**src/rtl/adc_packetizer.sv**
```systemverilog
// adc_packetizer: packs 12-bit ADC (or test counter) samples into 32-bit
// AXI4-Stream words framed as fixed-length packets, behind a small FWFT FIFO.
module adc_packetizer #(
    parameter int FIFO_DEPTH = 16
) (
    input  logic        clk,
    input  logic        rst,
    input  logic        start,
    input  logic        test_mode,
    input  logic [31:0] packet_size,
    input  logic        adc_valid,
    input  logic [11:0] adc_data,
    output logic [31:0] m_axis_tdata,
    output logic        m_axis_tvalid,
    input  logic        m_axis_tready,
    output logic        m_axis_tlast,
    output logic        busy,
    output logic        overflow,
    output logic        done
);

    localparam int AW = $clog2(FIFO_DEPTH);
    localparam logic [AW:0] PTR_ONE = 1;

    typedef enum logic [1:0] {
        IDLE,
        CAPTURE,
        DRAIN
    } state_t;

    state_t state, state_nx;

    logic [29:0] n_words;
    logic [29:0] pushed;
    logic        tmode;
    logic        phase;
    logic [11:0] tcnt;
    logic [11:0] low_smp;
    logic [11:0] sample;

    logic [32:0] mem [FIFO_DEPTH];
    logic [AW:0] wr_ptr;
    logic [AW:0] rd_ptr;
    logic [32:0] head;

    logic fifo_full;
    logic fifo_empty;
    logic accept;
    logic word_rdy;
    logic push;
    logic pop;
    logic last_word;
    logic unused_size_lsbs;

    assign unused_size_lsbs = ^packet_size[1:0];

    // Full comes from registered pointers only, so a same-cycle pop
    // never makes room for the push that coincides with it.
    assign fifo_empty = (wr_ptr == rd_ptr);
    assign fifo_full  = (wr_ptr[AW] != rd_ptr[AW]) &&
                        (wr_ptr[AW-1:0] == rd_ptr[AW-1:0]);

    assign sample    = tmode ? tcnt : adc_data;
    assign accept    = start && (packet_size[31:2] != 30'd0);
    assign word_rdy  = (state == CAPTURE) && adc_valid && phase;
    assign push      = word_rdy && !fifo_full;
    assign last_word = (pushed + 30'd1) == n_words;
    assign pop       = m_axis_tvalid && m_axis_tready;

    assign head          = mem[rd_ptr[AW-1:0]];
    assign m_axis_tvalid = !fifo_empty;
    assign m_axis_tdata  = fifo_empty ? 32'd0 : head[31:0];
    assign m_axis_tlast  = !fifo_empty && head[32];

    always_ff @(posedge clk) begin
        if (rst) begin
            state <= IDLE;
        end else begin
            state <= state_nx;
        end
    end

    always_comb begin
        state_nx = state;
        unique case (state)
            IDLE: begin
                if (accept) begin
                    state_nx = CAPTURE;
                end
            end
            CAPTURE: begin
                if (push && last_word) begin
                    state_nx = DRAIN;
                end
            end
            DRAIN: begin
                if (pop && m_axis_tlast) begin
                    state_nx = IDLE;
                end
            end
            default: state_nx = IDLE;
        endcase
    end

    always_comb begin
        busy = (state != IDLE);
    end

    always_ff @(posedge clk) begin
        if (rst) begin
            n_words  <= 30'd0;
            pushed   <= 30'd0;
            tmode    <= 1'b0;
            phase    <= 1'b0;
            tcnt     <= 12'd0;
            low_smp  <= 12'd0;
            overflow <= 1'b0;
            done     <= 1'b0;
            wr_ptr   <= '0;
            rd_ptr   <= '0;
        end else begin
            done <= (state == DRAIN) && pop && m_axis_tlast;
            if ((state == IDLE) && accept) begin
                n_words  <= packet_size[31:2];
                tmode    <= test_mode;
                phase    <= 1'b0;
                pushed   <= 30'd0;
                tcnt     <= 12'd0;
                overflow <= 1'b0;
            end else if ((state == CAPTURE) && adc_valid) begin
                phase <= !phase;
                if (tmode) begin
                    tcnt <= tcnt + 12'd1;
                end
                if (!phase) begin
                    low_smp <= sample;
                end else if (fifo_full) begin
                    overflow <= 1'b1;
                end else begin
                    pushed <= pushed + 30'd1;
                end
            end
            if (push) begin
                wr_ptr <= wr_ptr + PTR_ONE;
            end
            if (pop) begin
                rd_ptr <= rd_ptr + PTR_ONE;
            end
        end
    end

    always_ff @(posedge clk) begin
        if (push) begin
            mem[wr_ptr[AW-1:0]] <= {last_word, 4'b0, sample, 4'b0, low_smp};
        end
    end

endmodule
```
**config.mk**
```make
export PLATFORM = sky130hd
export DESIGN_NAME = adc_packetizer
export DESIGN_NICKNAME = d
export VERILOG_FILES = /design/src/rtl/adc_packetizer.sv
export SDC_FILE = /design/constraint.sdc
export NUM_CORES = 1
export LEC_CHECK = 0
export ABC_CLOCK_PERIOD_IN_PS = 5000
export CORE_ASPECT_RATIO = 0.75
export CORE_MARGIN = 5
export CORE_UTILIZATION = 40
export DETAILED_ROUTE_END_ITERATION = 12
export PLACE_DENSITY = 0.65
export SLEW_MARGIN = 30
export SYNTH_ARGS = -nofsm -noshare
export SYNTH_HDL_FRONTEND = slang
export SYNTH_SLANG_ARGS = --single-unit
```
**constraint.sdc**
```tcl
create_clock -name clk -period 5 [get_ports clk]
set_clock_uncertainty 0.1 [all_clocks]
set_input_delay 1 -clock clk [delete_from_list [all_inputs] [get_ports clk]]
set_output_delay 1 -clock clk [all_outputs]
set_load 0.02 [all_outputs]
```
==> results.yml <==
timing:
  worst_pin_slew_ps: 938
  fin_crit_sh_pct: 88.3
  fin_crit_ps: 4420
  final-setup-viol-count: 0
  hold_viol: 0
  finalSetupTns_ps: 0
  max_slew_margin_pct: 37.4
  holdWs_ps: 404
  report.final.slew_viol_count: 0
  rsz0062_at_grt: "false"
  fmaxAchievable_mhz: 226
die:
  top_level_ports: 87
  rows: 72
  core_um2: 51600
  start_util_pct: 40.5
  die_y_um: 208
  fp.dieArea_um2: 57000
  die_w_um: 274
cts:
  clockRootBuffer: "clkbuf_16"
  cts_resized: 0
  cts_tree: "built"
  clock_sinks: 504
  h-tree-depth: 2
  post_cts_buffers: 0
  clkTransAtPathRegs_ps: 60
  cts_buffers: 49
  clk_latency_ps: 590
  cts_buffer_depth: 3
  ctsHoldBuffers: 0
yosys:
  yosysTopAreaCellShare_pct: 57.4
  synth_top_cells_by_area: "edfxtp_1, mux4_2, dfxtp_1, mux2i_1, nor2_1"
  synth_cell_types: 64
  synth_seq_cells: 504
  synth_edf_count: 400
  synth_area_leader_cell: "edfxtp_1"
  yosysSeqAreaShare_pct: 67.4
  netlist_area_um2: 20900
  yosysMostFrequentCell: "edfxtp_1"
  synth_area_per_cell_um2: 15.8
  ys.warnings.count: 0
  synth_common_cells: "edfxtp_1, nor2_1, dfxtp_1, mux4_2, mux2i_1"
  synth-async-reset-ratio_pct: 0
  syn_inst: 1320
  synthFlopType: "edfxtp_1"
power:
  ir_drop_mv: 0.215
  total_power_mw: 8.60
  switchingPower_mw: 1.79
  internal_power_mw: 6.81
  p_leak_nw: 7.72
  p_comb_share_pct: 3.5
  switching_share_pct: 20.8
  powerDensity_nw_per_um2: 354
  clkPwrFrac_pct: 43.0
  seqPwrFrac_pct: 53.5
route:
  drt_iter0_drc: 1055
  wl_per_cell_um: 22.3
  vias: 11700
  viasPerCell: 5.43
  finalWirelength_um: 48000
  ant_nets: 0
  firstDrtPassIters: 7
  drc: 0
grt:
  grt.total_usage_pct: 16.9
  grt_pass1_vias: 11800
  grt_pass1_wl_um: 73800
  antenna_found_initial: 0
  overflow: 0
  grt_max_degree: 59
worst_setup_path:
  critPathRequiredTime_ps: 3900
  worstPathMaxFanout: 40
  critPathLaunchType: "register"
  crit_type: "register to primary output"
  worstReg2RegStart: "pushed[11]$_SDFFE_PP0P_"
  critPathCaptureType: "primary output"
  arrival_ps: 3320
layout:
  multi_input_area_um2: 6550
  drive_gt1_share_pct: 18.1
  nFillCells: 4352
  fin_cells: 2154
  utilization_pct: 47.0
  area_growth_syn_to_layout_pct: 16.1
  nets: 1468
  diodes: 0
  ff_latch_area_um2: 14100
placed_design:
  port_buffers: 76
  dp_hpwl_um: 30400
  place.gp.congestion: 0.899
  placedCellCount: 2063
hold_path:
  hold_start: "pushed[29]$_SDFFE_PP0P_"
  hold_path_class: "register to register"
flow_run:
  drv_cap: 0
run_status:
  status: "finished clean"
## stage by stage
step / cell area (µm²) / worst slack [ps]
floorplan: 20900 / 429
global placement: 22700 / 950
detailed placement: 22700 / 966
global route: 24300 / 357
finish: 24300 / 585
CTS: 24300 / 561
## worst paths after layout
path / endpoint / depth (start not counted) / slack [ps]
min reg2reg: pushed[29]$_SDFFE_PP0P_ / 2 / 400
min: pushed[29]$_SDFFE_PP0P_ / 2 / 400
max reg2reg: mem[1][24]$_DFFE_PP_ / 7 / 1250
max: m_axis_tdata[26] / 4 / 580
## sequential cells by signal, summed over array words and instances, names as in the netlist, named ones only
register / count
done: 1
low_smp: 12
mem: 400
n_words: 30
overflow: 1
phase: 1
pushed: 30
rd_ptr: 5
state: 2
tcnt: 12
tmode: 1
wr_ptr: 5
## cell type report
type                       count  area share (%)
sequential                   504            58.1
clock buffer                  57            5.17
inverter                       6          0.0927
tap                          703            3.62
clock inverter                34            1.42
multi-input combinational    730            27.0
timing repair buffer         120            4.63
## cell families (layout without fill, tap and decap cells)
family / after synthesis / after routing / share of synthesized area (%)
DFF: 504 / 504 / 67.4
xor gates and xnor gates: 90 / 90 / 3.77
muxes: 172 / 172 / 14.3
and+or+nand+nor: 358 / 358 / 8.78
buffers and inverters: 93 / 217 / 1.98
adders and majority gates: 7 / 7 / 0.419
AOI/OAI and AO/OA: 95 / 95 / 3.33
other: 1 / 8 / 0.0179
## critical path, cell delays in order, from the launching register on
cell,delay (ps)
dfxtp_4,690
buf_4,520
a211oi_1,140
a211oi_1,600
clkdlybuf4s50_1,740
## power by group through the flow
stage | Clock [mW] | Sequential [mW] | Combinational, mW
2_1_floorplan | 0 | 4.67 | 0.193
4_1_cts | 3.78 | 4.60 | 0.301
5_1_grt | 3.97 | 4.61 | 0.326
3_3_place_gp | 0 | 4.69 | 0.295
6_report | 3.69 | 4.60 | 0.300
3_5_place_dp | 0 | 4.69 | 0.300
## metal layers
metal | vias to the layer above | global-route usage [%] | routed length [µm]
li1 | 5290 | - | -
met1 | 6019 | 25.4 | 22600
met2 | 346 | 25.7 | 21600
met3 | 48 | 3.35 | 3170
met4 | 0 | 3.46 | 688
met5 | - | 0 | 0
## cell usage in the layout, fill, tap and decap left out, types with 17 or more instances in the layout
master / count
clkbuf_16: 49
buf_4: 41
clkdlybuf4s50_1: 75
xor2_1: 36
nor3_1: 37
nand2_1: 46
mux2i_1: 60
nand3_1: 19
nor2b_1: 27
nor4_1: 20
xnor2_1: 54
mux4_2: 100
dfxtp_1: 100
a211oi_1: 52
nor2_1: 122
nand4_1: 17
edfxtp_1: 400
No activity file was read; power rests on OpenSTA's default activity.
